==> src/rtl/ws2812_pixel_rx.sv <==
// ws2812_pixel_rx: receiving end of the single-wire WS2812 / NeoPixel stream.
//
// The first 24 bits after a reset gap are decoded (MSB first, G7..G0, R7..R0,
// B7..B0) and presented on o_green/o_red/o_blue with a one-cycle o_valid.
// Every later bit of the same frame is replayed on o_dout, so several units
// can be chained like real WS2812 parts.
//
// Ports
//   CLK      system clock (12 MHz)
//   RST      synchronous reset, active-high
//   i_din    asynchronous WS2812 data line
//   o_dout   forwarded stream for the next device (pin delayed by 3 clocks)
//   o_valid  one-cycle strobe, colour bytes updated
//   o_green  decoded green byte
//   o_red    decoded red byte
//   o_blue   decoded blue byte
//   o_frame  one-cycle strobe, reset gap (latch) detected
//   o_error  one-cycle strobe, protocol error
//   o_state  current FSM state (debug view: 0 WAIT_GAP, 1 READY, 2 FORWARD)
//
// Strobe semantics: o_valid, o_frame and o_error are single-cycle pulses with
// no back-pressure; a consumer must sample them on the cycle they are high.
// Colour bytes hold until the next complete pixel.
module ws2812_pixel_rx #(
    parameter int BIT_THRESH   = 7,
    parameter int MAX_HIGH     = 24,
    parameter int RESET_CYCLES = 600
) (
    input  logic       CLK,
    input  logic       RST,
    input  logic       i_din,
    output logic       o_dout,
    output logic       o_valid,
    output logic [7:0] o_green,
    output logic [7:0] o_red,
    output logic [7:0] o_blue,
    output logic       o_frame,
    output logic       o_error,
    output logic [1:0] o_state
);

    localparam int HW = $clog2(MAX_HIGH + 2);
    localparam int LW = $clog2(RESET_CYCLES + 1);

    localparam logic [HW-1:0] H_THRESH = HW'(BIT_THRESH);
    localparam logic [HW-1:0] H_MAX    = HW'(MAX_HIGH);
    localparam logic [HW-1:0] H_SAT    = HW'(MAX_HIGH + 1);
    localparam logic [LW-1:0] L_SAT    = LW'(RESET_CYCLES);
    localparam logic [LW-1:0] L_PRE    = LW'(RESET_CYCLES - 1);

    typedef enum logic [1:0] {
        WAIT_GAP = 2'd0,
        READY    = 2'd1,
        FORWARD  = 2'd2
    } state_t;

    state_t          state, state_n;
    logic            sync1, s_din, s_din_q;
    logic [HW-1:0]   hcnt;
    logic [LW-1:0]   lcnt;
    logic [4:0]      bcnt, bcnt_n;
    logic [22:0]     sr, sr_n;
    logic            load, frame_n, error_n, dout_n;

    logic            fall;
    logic            bit_val;
    logic            high_err;
    logic            gap_event;
    logic [23:0]     pixel;

    assign fall      = !s_din && s_din_q;
    // hcnt still holds the full high time on the cycle the fall is seen.
    assign bit_val   = (hcnt >= H_THRESH);
    assign high_err  = (hcnt > H_MAX);
    // Fires on the single cycle where lcnt steps to its saturation value, so
    // a long gap produces exactly one frame event.
    assign gap_event = !s_din && (lcnt == L_PRE);
    assign pixel     = {sr, bit_val};
    assign o_state   = state;

    always_comb begin
        state_n = state;
        bcnt_n  = bcnt;
        sr_n    = sr;
        load    = 1'b0;
        frame_n = 1'b0;
        error_n = 1'b0;
        dout_n  = 1'b0;
        case (state)
            WAIT_GAP: begin
                if (gap_event || (lcnt == L_SAT)) begin
                    state_n = READY;
                end
            end
            READY: begin
                if (high_err) begin
                    error_n = 1'b1;
                    bcnt_n  = '0;
                    state_n = WAIT_GAP;
                end else if (gap_event) begin
                    // A gap with a partial pixel pending is a truncated frame.
                    frame_n = 1'b1;
                    error_n = (bcnt != 5'd0);
                    bcnt_n  = '0;
                end else if (fall) begin
                    sr_n = pixel[22:0];
                    if (bcnt == 5'd23) begin
                        load    = 1'b1;
                        bcnt_n  = '0;
                        state_n = FORWARD;
                    end else begin
                        bcnt_n = bcnt + 5'd1;
                    end
                end
            end
            FORWARD: begin
                if (high_err) begin
                    error_n = 1'b1;
                    state_n = WAIT_GAP;
                end else if (gap_event) begin
                    frame_n = 1'b1;
                    state_n = READY;
                end else begin
                    dout_n = s_din;
                end
            end
            default: begin
                state_n = WAIT_GAP;
            end
        endcase
    end

    always_ff @(posedge CLK) begin
        if (RST) begin
            sync1   <= 1'b0;
            s_din   <= 1'b0;
            s_din_q <= 1'b0;
            hcnt    <= '0;
            lcnt    <= '0;
            state   <= WAIT_GAP;
            bcnt    <= '0;
            sr      <= '0;
            o_dout  <= 1'b0;
            o_valid <= 1'b0;
            o_frame <= 1'b0;
            o_error <= 1'b0;
            o_green <= 8'h00;
            o_red   <= 8'h00;
            o_blue  <= 8'h00;
        end else begin
            sync1   <= i_din;
            s_din   <= sync1;
            s_din_q <= s_din;
            if (s_din) begin
                lcnt <= '0;
                if (hcnt != H_SAT) hcnt <= hcnt + 1'b1;
            end else begin
                hcnt <= '0;
                if (lcnt != L_SAT) lcnt <= lcnt + 1'b1;
            end
            state   <= state_n;
            bcnt    <= bcnt_n;
            sr      <= sr_n;
            o_dout  <= dout_n;
            o_valid <= load;
            o_frame <= frame_n;
            o_error <= error_n;
            if (load) begin
                o_green <= pixel[23:16];
                o_red   <= pixel[15:8];
                o_blue  <= pixel[7:0];
            end
        end
    end

endmodule

==> config.mk <==
export PLATFORM = sky130hd
export DESIGN_NAME = ws2812_pixel_rx
export DESIGN_NICKNAME = d
export VERILOG_FILES = /design/src/rtl/ws2812_pixel_rx.sv
export SDC_FILE = /design/constraint.sdc
export NUM_CORES = 1
export LEC_CHECK = 0
export ABC_AREA = 1
export BUFFER_PORTS_ARGS = -buffer_cell sky130_fd_sc_hd__buf_2
export CELL_PAD_IN_SITES_DETAIL_PLACEMENT = 1
export CELL_PAD_IN_SITES_GLOBAL_PLACEMENT = 2
export CORE_ASPECT_RATIO = 0.7
export CORE_MARGIN = 1.5
export CORE_UTILIZATION = 36
export CTS_BUF_LIST = sky130_fd_sc_hd__clkbuf_4
export CTS_CLUSTER_SIZE = 40
export DETAILED_ROUTE_END_ITERATION = 16
export PLACE_DENSITY = 0.8
export SLEW_MARGIN = 20
export SYNTH_ARGS = -nofsm -noshare
export SYNTH_HDL_FRONTEND = slang
export SYNTH_SLANG_ARGS = --single-unit
==> constraint.sdc <==
create_clock -name CLK -period 1.9 [get_ports CLK]
set_clock_uncertainty 0.05 [all_clocks]
set_input_delay 0 -clock CLK [delete_from_list [all_inputs] [get_ports CLK]]
set_output_delay 0 -clock CLK [all_outputs]
set_load 0.05 [all_outputs]
==> results by group, run 1 <==
Die
  – Chip width: 116 microns
  – Die area: 9600 sq um
  – Num rows: 28
  – DIE HEIGHT: 82.4 microns
  – Core Footprint: 8580 sq um
  – Initial Util: 0.378
  – Ports: 33

Critical path
  – Reg2Reg Setup Slack: 0.18 ns
  – CP Max Fanout: 38
  – Worst path cell trace: inv_1 -> ha_1 -> nand2_2 -> nand2_4 -> nand2_4 -> nor2_8 -> nand3_2 -> buf_12 -> o21ai_0 -> a21oi_1
  – CP Capture Type: register
  – CP arrival: 2.01 ns
  – CP Class: reg2reg
  – CP Launch Type: register
  – Cells on worst reg2reg path: 10
  – Critical-path top delay cell: dfxtp_1
  – Worst path most repeated cell: nand2_4
  – Reg-to-Reg Start: hcnt[1]
  – Worst stage delay on the critical path: 0.35 ns
  – Critical Path RT: 2.19 ns
  – Reg-to-Reg End: o_blue[3]

Route
  – Starting DRT DRC Count: a little under 100
  – Drt via density: between 4 and 5
  – WL met3: 226 microns
  – Via count: roughly 2.7k
  – Metal-1 WL: 4.04 mm
  – Top Metal Used: met4
  – Antenna-violating nets left: 0
  – Wire per inst: roughly 14 microns
  – # DRC: 0
  – Routed WL: 7.68 mm
  – DR pass1 iterations: 4
  – Met2 WL: 3.31 mm

Synthesis
  – Number of synthesized flops with an enable pin: 0
  – Avg Inst Size Synth: between 8 and 9 sq um
  – Mapped Cells: 400
  – Area leader, netlist: dfxtp_1
  – Synth Warn #: 0
  – Main synth FF type: dfxtp_1
  – Syn_nets: 414
  – Post-synthesis sequential area ratio: 0.469
  – Synth unique cells: 34
  – Fraction of registers with async set/reset: 0
  – Post-synth top cells: dfxtp_1, inv_1, a21oi_1
  – Synth Cell Area: 3250 sq um
  – Count leader, synth: dfxtp_1
  – Top cell type's share of synthesized area: 0.469
  – Synth Register Bits: 76
  – Synth area leaders: dfxtp_1, a21oi_1, inv_1

Placed design
  – # placed instances: 544
  – Post-DP HPWL: between 5 and 6 mm
  – PortBufs: 32
  – Post-placement cell area: 3530 sq um
  – Routability cong.: 0.785
  – Post-place setup slack: roughly 0.10 ns

Hold path
  – Min-delay src: sync1
  – Hold Path Depth: 2
  – Worst hold path class: reg2reg
  – Min-Delay Endpoint: s_din

Finish
  – Nets@finish: 452
  – Post-layout util: 0.436
  – Filler instances: roughly 1.1k
  – Share of cells above drive strength 1: 0.187
  – Final Cell Area: about 3700 sq um
  – Area delta synth->final: 15.3%
  – N_diodes: 0
  – Finished Layout Cells: 563

Power
  – Design Power: 2.82 mW
  – Clk network pwr share: 0.401
  – PD cells: between 700 and 800 nW/um^2
  – Maximum VDD drop: 0.515 mV
  – Cell-internal power: 2.18 mW
  – Part of the power in combinational logic: 0.028
  – Net Switching: approximately 640 uW
  – Reg power frac: 0.571
  – Switch share: 0.228
  – Leakage power: roughly 1.5 nW

Timing
  – Setup TNS: 0 ns
  – Tmin final: 1.72 ns
  – Endpoints failing setup: 0
  – Final slew viol count: 0
  – Final worst-path cycle share: 0.906
  – Final hold vios: 0
  – RSZ-0062 raised after global routing: no
  – Fmax: 581 MHz
  – Setup ws final: about 0.18 ns
  – WHS: roughly 0.36 ns
  – Worst slew pin tran: 0.405 ns
  – Slew HR: 0.730

Run status
  – Outcome: finished clean

GRT
  – Gr usage total: 0.180
  – Largest net degree at the start of global routing: 39
  – Initial antenna violation count: 0
  – Vias in the first global route: 2,655
  – First-pass GRT wire length: 13.0 mm
  – Grt ovf: 0

Clock network
  – TritonCTS clock tree: built
  – Clock-pin slew on the worst setup and hold paths: 0.12 ns
  – CTS Buf Count: 9
  – Clock tree buffer depth: 2
  – Clk sinks: 76
  – H-tree Lvls: 3
  – Root buffer cell: clkbuf_4
  – Clock latency at the later pin of the worst-skew pair: 0.43 ns

Run
  – Max cap viols: 0
-- routing by layer --
metal / vias up / global-route usage
met4: 0 / 0.0622
li1: 1380 / -
met1: 1278 / 0.240
met3: 8 / 0.0577
met2: 25 / 0.275
met5: - / 0
-- kinds of logic (layout without fill, tap and decap cells) --
group                      Yosys count  count (layout)  synth area share
and+or+nand+nor                    129             129             0.205
AOI/OAI and AO/OA                  102             102             0.162
buffers and inverters               77             120             0.109
DFF                                 76              76             0.469
adders and majority gates           11              11            0.0424
xor gates and xnor gates             5               5            0.0135
-- how the worst max path moves through the flow --
stage,from,slack [ns],endpoint
floorplan,o_state[0],0.08,o_green[0]
global placement,hcnt[1],0.13,o_state[1]
detailed placement,hcnt[1],0.10,o_state[1]
CTS,hcnt[1],0.08,o_state[1]
global route,hcnt[1],0.01,o_green[1]
finish,hcnt[1],0.18,o_blue[3]
-- cells in the final DEF (no fill, tap or decap), types with 2 or more instances in the layout --
master / Yosys / layout
buf_2: 3 / 32
buf_4: 3 / 6
inv_1: 58 / 58
clkinvlp_4: 0 / 2
bufinv_16: 0 / 2
ha_1: 11 / 11
nand4_1: 3 / 3
o21ai_1: 8 / 9
dfxtp_2: 0 / 3
nor3b_1: 3 / 3
nand3_1: 36 / 36
o21ai_0: 35 / 34
nand3b_1: 2 / 2
nor4_1: 2 / 2
dlygate4sd3_1: 0 / 3
inv_2: 2 / 2
nor2_1: 24 / 24
nor3_1: 2 / 2
nand2_1: 39 / 38
xor2_1: 5 / 5
nor2_4: 2 / 2
nand2_2: 7 / 8
nand2_4: 2 / 2
dfxtp_1: 76 / 73
buf_12: 0 / 3
clkbuf_4: 0 / 10
a21oi_1: 56 / 55
-- power by group through the flow --
stage | sequential [mW] | clock [mW] | combinational, mW
global route | 1.61 | 1.26 | 0.0932
floorplan | 1.64 | 0 | 0.0533
global placement | 1.65 | 0 | 0.0735
CTS | 1.61 | 1.19 | 0.0803
finish | 1.61 | 1.13 | 0.0795
detailed placement | 1.65 | 0 | 0.0750
-- what timing repair did --
action / in CTS / in global routing
buffers inserted: 0 / 0
hold endpoints to repair: 16 / 0
resized for setup: 0 / 7
setup endpoints to repair: 0 / 5
hold buffers: 3 / 0
-- critical path: cells and delay by family, from the launching register on --
family          cells  cell delay [ns]
compound gates      2             0.26
flops               1             0.35
buf+inv             2             0.28
fa+ha+maj           1             0.20
simple gates        5             0.48
-- area by class of cell --
cell class / count / area (sq um) / area share
clock buffer: 10 / 75.1 / 0.0201
clock inverter: 6 / 88.8 / 0.0237
inverter: 60 / 225 / 0.0602
multi-input combinational: 247 / 1380 / 0.370
sequential: 76 / 1530 / 0.407
tap: 120 / 150 / 0.0401
timing repair buffer: 44 / 295 / 0.0789
-- sequential cells by signal, indices dropped and copies added, names as in the netlist --
| name | cells |
|---|---|
| bcnt | 5 |
| hcnt | 5 |
| lcnt | 10 |
| o_blue | 8 |
| o_dout | 1 |
| o_error | 1 |
| o_frame | 1 |
| o_green | 8 |
| o_red | 8 |
| o_state | 2 |
| o_valid | 1 |
| s_din | 1 |
| s_din_q | 1 |
| sr | 23 |
| sync1 | 1 |
(Power assumes the default switching activity.)
==> run 2, diff against run 1 <==
--- a/config.mk
+++ b/config.mk
@@ -9,7 +9,7 @@
 export BUFFER_PORTS_ARGS = -buffer_cell sky130_fd_sc_hd__buf_2
 export CELL_PAD_IN_SITES_DETAIL_PLACEMENT = 1
 export CELL_PAD_IN_SITES_GLOBAL_PLACEMENT = 2
-export CORE_ASPECT_RATIO = 0.7
+export CORE_ASPECT_RATIO = 1.5
 export CORE_MARGIN = 1.5
 export CORE_UTILIZATION = 36
 export CTS_BUF_LIST = sky130_fd_sc_hd__clkbuf_4
==> results by group, run 2 (synthesis gave the netlist of run 1 again) <==
Die
  – Num rows: 42 (+50%)
  – Initial Util: 0.370 (-0.00830)
  – Chip width: 80.5 microns (-31%)
  – DIE HEIGHT: 119 microns (+45%)
  – Core Footprint: 8780 sq um (+2.2%)
  – Die area: 9610 sq um (about the same)
  – Ports: 33 (unchanged)

Route
  – WL met3: 189 microns (-16%)
  – Drt via density: 4.84 (+1.2%)
  – # DRC: 0 (unchanged)
  – Via count: 2,724 (+1.2%)
  – Top Metal Used: met4
  – Routed WL: 7.40 mm (-3.6%)
  – Metal-1 WL: 3.16 mm (-22%)
  – DR pass1 iterations: 4 (unchanged)
  – Met2 WL: 3.86 mm (+16%)
  – Starting DRT DRC Count: 84 (-15%)
  – Wire per inst: 13.1 microns (-3.6%)
  – Antenna-violating nets left: 0 (unchanged)

Clock network
  – TritonCTS clock tree: built
  – H-tree Lvls: 3 (unchanged)
  – Clock latency at the later pin of the worst-skew pair: 0.44 ns (about the same)
  – Root buffer cell: clkbuf_4
  – CTS Buf Count: 9 (unchanged)
  – Clk sinks: 76 (unchanged)
  – Clock tree buffer depth: 2 (unchanged)
  – Clock-pin slew on the worst setup and hold paths: 0.12 ns (about the same)

Timing
  – Final slew viol count: 0 (unchanged)
  – Tmin final: 1.79 ns (+0.0719 ns)
  – WHS: 0.362 ns (+0.000887 ns)
  – Slew HR: 0.738 (+0.00788)
  – Endpoints failing setup: 0 (unchanged)
  – Fmax: 557 MHz (-4.0%)
  – Worst slew pin tran: 0.393 ns (-0.0118 ns)
  – Final hold vios: 0 (unchanged)
  – Final worst-path cycle share: 0.944 (+0.0378)

Power
  – Leakage power: 1.54 nW (+1.9%)
  – Maximum VDD drop: 0.265 mV (-49%)
  – PD cells: 675 nW/um^2 (-10%)

Placed design
  – PortBufs: 32 (unchanged)
  – Post-DP HPWL: 5.42 mm (-0.86%)
  – Routability cong.: 0.804 (+2.5%)
  – Post-placement cell area: 3530 sq um (about the same)

Finish
  – Post-layout util: 0.426 (-0.0104)
  – Biggest regs: sr (23), lcnt (10)
  – Final Cell Area: 3740 sq um (-0.20%)
  – Top reg by flops: sr
  – Max reg flops: 23 (unchanged)
  – Area delta synth->final: 15.1%
  – Nets@finish: 462 (+2.2%)
  – Most frequent cells in the layout: dfxtp_1, inv_1, a21oi_1
  – N_diodes: 0 (unchanged)
  – Share of cells above drive strength 1: 0.194 (+0.00690)
  – Commonest non-fill, non-tap cell in the layout: dfxtp_1

Hold path
  – Worst hold path class: reg2reg

GRT
  – Largest net degree at the start of global routing: 39 (unchanged)
  – Gr usage total: 0.170 (-0.0102)
  – Grt ovf: 0 (unchanged)
  – Vias in the first global route: 2,763 (+4.1%)
  – First-pass GRT wire length: 12.6 mm (-3.0%)
  – Initial antenna violation count: 0 (unchanged)

Critical path
  – Critical-path top delay cell: dfxtp_1
  – CP Class: reg2reg
  – Worst path cell trace: ha_1 -> nand2_2 -> nor2_4 -> nand3_4 -> buf_12 -> a21oi_4 -> nand3_1 -> a21oi_1
  – CP Buf/Inv Count: 1 (-1)
  – CP Max Fanout: 11 (-71%)
  – Worst stage delay on the critical path: 0.42 ns (+0.07 ns)
  – Critical Path RT: 2.22 ns (+0.03 ns)
  – CP arrival: 2.11 ns (+0.10 ns)
  – CP Capture Type: register
  – CP Launch Type: register
  – Family with the most delay on the worst path: simple AND/OR/NAND/NOR gates

Run
  – Max cap viols: 0 (unchanged)

Run status
  – Outcome: finished clean
==> run 2: changes by cell type in the layout (fill, tap and decap cells not counted), moves of 2 or more <==
| cell | delta |
|---|---|
| clkinv_2 | +3 |
| bufinv_16 | -2 |
| buf_4 | +10 |
| dfxtp_1 | +3 |
| dfxtp_2 | -3 |
==> run 2: layout make-up <==
cell class	count	area [sq um]
Clock buffer	10	75.1
Sequential cell	76	1520
Timing Repair Buffer	54	370
Clock inverter	6	31.3
Fill cell	1105	5040
Multi-Input combinational cell	247	1380
Inverter	60	225
Tap cell	110	138
==> run 2: final timing paths <==
check                              from      end  slack [ns]  depth (start not counted)
worst max-delay path            lcnt[0]  bcnt[1]        0.11                          8
worst max register to register  lcnt[0]  bcnt[1]        0.11                          8
worst min-delay path              sync1    s_din        0.36                          2
worst min register to register    sync1    s_din        0.36                          2
==> run 2: tightest hold or removal path, stage by stage (launching register included) <==
cell     delay, ns
dfxtp_1       0.32
inv_1         0.04
nor2_1        0.03
==> run 2: timing repair <==
item | 4_1_cts | 5_1_grt
endpoints found under the setup margin | 0 | 25
setup buffers | 0 | 7
gates resized for setup | 0 | 1
hold buffers | 3 | 0
hold endpoints to repair | 16 | 0
==> run 2: stage by stage <==
| step | worst slack [ns] | setup TNS [ns] | instances | power [mW] |
|---|---|---|---|---|
| after CTS | 0.0493 | 0 | 556 | 2.56 |
| after floorplan | 0.0758 | 0 | 400 | 1.70 |
| after detailed placement | 0.0768 | 0 | 537 | 1.72 |
| after global placement | 0.170 | 0 | 537 | 1.72 |
| after global routing | -0.00108 | -0.00108 | 563 | 2.65 |
| final | 0.106 | 0 | 563 | 2.52 |
==> run 2: layer usage <==
| layer | GRT usage | up-vias |
|---|---|---|
| li1 | - | 1400 |
| met1 | 0.192 | 1283 |
| met2 | 0.294 | 29 |
| met3 | 0.0352 | 12 |
| met4 | 0.0851 | 0 |
| met5 | 0 | - |
==> run 2: where the power goes <==
part | internal, mW | total (mW) | leakage [nW] | switching [mW]
clock | 0.270 | 0.837 | 0.0634 | 0.567
sequential | 1.60 | 1.61 | 0.613 | 0.00744
combinational | 0.0265 | 0.0774 | 0.867 | 0.0509
==> run 3, diff against run 2 <==
--- a/config.mk
+++ b/config.mk
@@ -11,11 +11,10 @@
 export CELL_PAD_IN_SITES_GLOBAL_PLACEMENT = 2
 export CORE_ASPECT_RATIO = 1.5
 export CORE_MARGIN = 1.5
-export CORE_UTILIZATION = 36
-export CTS_BUF_LIST = sky130_fd_sc_hd__clkbuf_4
+export CORE_UTILIZATION = 35
 export CTS_CLUSTER_SIZE = 40
 export DETAILED_ROUTE_END_ITERATION = 16
-export PLACE_DENSITY = 0.8
+export PLACE_DENSITY = 0.78
 export SLEW_MARGIN = 20
 export SYNTH_ARGS = -nofsm -noshare
 export SYNTH_HDL_FRONTEND = slang
==> constraint.sdc (replaced) <==
create_clock -name CLK -period 1.9 [get_ports CLK]
set_clock_uncertainty 0.05 [all_clocks]
set_input_delay 0 -clock CLK [delete_from_list [all_inputs] [get_ports CLK]]
set_output_delay 0 -clock CLK [all_outputs]
set_load 0.1 [all_outputs]
==> results by group, run 3 (synthesis gave the netlist of run 1 again) <==
Finish
  – Share of cells above drive strength 1: 0.209 (+0.0151)
  – Commonest non-fill, non-tap cell in the layout: dfxtp_1
  – N_diodes: 0 (unchanged)
  – Biggest regs: sr (23), lcnt (10)
  – Top reg by flops: sr
  – Nets@finish: 458 (-0.87%)
  – Post-layout util: 0.436 (+0.0104)
  – Most frequent cells in the layout: dfxtp_1, inv_1, a21oi_1
  – Area delta synth->final: 20.0%
  – Max reg flops: 23 (unchanged)
  – Finished Layout Cells: 559 (-0.71%)

Timing
  – Endpoints failing setup: 0 (unchanged)
  – Fmax: 572 MHz (+2.6%)
  – Final slew viol count: 0 (unchanged)
  – WHS: -0.00183 ns (-0.364 ns)
  – Setup TNS: 0 ns (unchanged)
  – RSZ-0062 raised after global routing: no
  – Tmin final: 1.75 ns (-0.0458 ns)
  – Final hold vios: 1 (+1)
  – Slew HR: 0.671 (-0.0670)
  – Worst slew pin tran: 0.497 ns (+0.104 ns)
  – Setup ws final: 0.152 ns (+0.0458 ns)
  – Final worst-path cycle share: 0.920 (-0.0241)

Hold path
  – Worst hold path class: in2reg
  – Hold Path Depth: 2 (unchanged)
  – Min-Delay Endpoint: sync1
  – Min-delay src: RST

Clock network
  – TritonCTS clock tree: built
  – H-tree Lvls: 3 (unchanged)
  – Clk sinks: 76 (unchanged)
  – Clock latency at the later pin of the worst-skew pair: 0.34 ns (-0.10 ns)
  – Clock-pin slew on the worst setup and hold paths: 0.06 ns (-0.06 ns)
  – Clock tree buffer depth: 2 (unchanged)
  – Root buffer cell: clkbuf_16
  – CTS Buf Count: 9 (unchanged)

Power
  – PD cells: 856 nW/um^2 (+27%)
  – Net Switching: 725 uW (+16%)
  – Leakage power: 1.59 nW (+3.0%)
  – Clk network pwr share: 0.495 (+0.163)
  – Reg power frac: 0.483 (-0.155)
  – Switch share: 0.217 (-0.0303)
  – Cell-internal power: 2.61 mW (+37%)
  – Part of the power in combinational logic: 0.022 (-0.009)
  – Maximum VDD drop: 0.476 mV (+80%)

Run
  – Max cap viols: 0 (unchanged)

Critical path
  – CP Launch Type: register
  – CP Capture Type: register
  – Reg-to-Reg Start: hcnt[1]
  – Reg-to-Reg End: sr[1]
  – Setup crit start: hcnt[1]
  – Cells on worst reg2reg path: 11 (+3)
  – WP depth: 11 (+3)
  – Reg2Reg Setup Slack: 0.15 ns (+0.05 ns)
  – Critical Path RT: 2.07 ns (-0.15 ns)
  – Family with the most delay on the worst path: simple AND/OR/NAND/NOR gates
  – CP Class: reg2reg
  – Critical-path top delay cell: dfxtp_1
  – Worst path cell trace: inv_2 -> ha_2 -> nand2_2 -> nand2_4 -> nand2_4 -> nor2_8 -> buf_4 -> nand2_2 -> buf_12 -> o21ai_1 -> a21oi_1
  – CP Buf/Inv Count: 3 (+2)
  – CP Max Fanout: 33 (+22)
  – Worst stage delay on the critical path: 0.34 ns (-0.08 ns)
  – CP arrival: 1.92 ns (-0.19 ns)

Placed design
  – Routability cong.: 0.724 (-9.9%)
  – Post-place setup slack: 0.0938 ns (+0.0170 ns)
  – Post-DP HPWL: 5.46 mm (+0.77%)
  – PortBufs: 32 (unchanged)
  – # placed instances: 537 (unchanged)

Die
  – Initial Util: 0.363 (-0.00653)
  – DIE HEIGHT: 121 microns (+1.4%)
  – Chip width: 81.6 microns (+1.4%)
  – Die area: 9870 sq um (+2.8%)
  – Core Footprint: 8930 sq um (+1.8%)
  – Ports: 33 (unchanged)
  – Num rows: 42 (unchanged)

Run status
  – Failing checks: negative hold slack
  – Outcome: finished, violations left

Route
  – Starting DRT DRC Count: 61 (-27%)
  – # DRC: 0 (unchanged)
  – DR pass1 iterations: 4 (unchanged)
  – Drt via density: 4.89 (+1.1%)
  – Routed WL: 7.67 mm (+3.6%)
  – Via count: 2,734 (+0.37%)
  – Wire per inst: 13.7 microns (+4.4%)
  – Antenna-violating nets left: 0 (unchanged)

GRT
  – Vias in the first global route: 2,652 (-4.0%)
  – Largest net degree at the start of global routing: 34 (-13%)
  – Initial antenna violation count: 0 (unchanged)
  – Grt ovf: 0 (unchanged)
  – Gr usage total: 0.169 (about the same)
  – First-pass GRT wire length: 12.5 mm (-0.49%)
==> run 3: changes by cell type in the layout (fill, tap and decap cells not counted), moves of 2 or more <==
cell / change
dlygate4sd3_1: -2
buf_4: -2
dfxtp_1: -4
o21ai_0: -2
o21ai_1: +2
clkbuf_4: -10
ha_2: +2
clkbuf_8: +3
clkbuf_16: +9
dfxtp_2: +4
ha_1: -2
==> run 3: worst register-to-register path, stage by stage (launching register included) <==
cell and delay (ns):
dfxtp_1 0.34, inv_2 0.08, ha_2 0.18, nand2_2 0.07
nand2_4 0.10, nand2_4 0.08, nor2_8 0.12, buf_4 0.17
nand2_2 0.07, buf_12 0.17, o21ai_1 0.16, a21oi_1 0.06
==> run 3: timing repair <==
action,in CTS,in global routing
setup endpoints to repair,0,46
gates resized for setup,0,10
hold buffers,1,0
buffers inserted,0,4
endpoints found under the hold margin,1,0
==> run 3: worst max-delay path by stage <==
stage / endpoint / slack, ns
2_1_floorplan: o_green[0] / 0.06
3_5_place_dp: o_red[7] / 0.09
5_1_grt: sr[5] / 0.009
6_report: sr[1] / 0.15
3_3_place_gp: o_green[6] / 0.13
4_1_cts: sr[1] / 0.01
==> run 3: area by class of cell <==
class,instances,area [sq um]
Timing Repair Buffer,49,315
Tap cell,110,138
Clock buffer,12,267
Inverter,60,225
Fill cell,1111,5040
Multi-Input combinational cell,248,1400
Clock inverter,4,22.5
Sequential cell,76,1530
==> run 3: through the flow <==
stage          total power [mW]  instance area [sq um]
6_report                   3.34                   3900
5_1_grt                    3.44                   3900
4_1_cts                    3.39                   3830
3_5_place_dp               1.72                   3530
3_3_place_gp               1.72                   3530
2_1_floorplan              1.70                   3250
==> run 3: power by group through the flow <==
stage / combinational, mW / clock (mW) / sequential, mW
detailed placement: 0.0720 / 0 / 1.65
finish: 0.0732 / 1.65 / 1.61
CTS: 0.0746 / 1.70 / 1.61
floorplan: 0.0533 / 0 / 1.64
global route: 0.0863 / 1.74 / 1.61
global placement: 0.0701 / 0 / 1.65
==> run 3: routing by layer <==
layer	GRT usage	wire length [microns]	vias to the layer above
met4	0.102	207	0
li1	-	-	1394
met5	0	0	-
met2	0.303	4150	30
met3	0.0226	130	13
met1	0.184	3190	1297
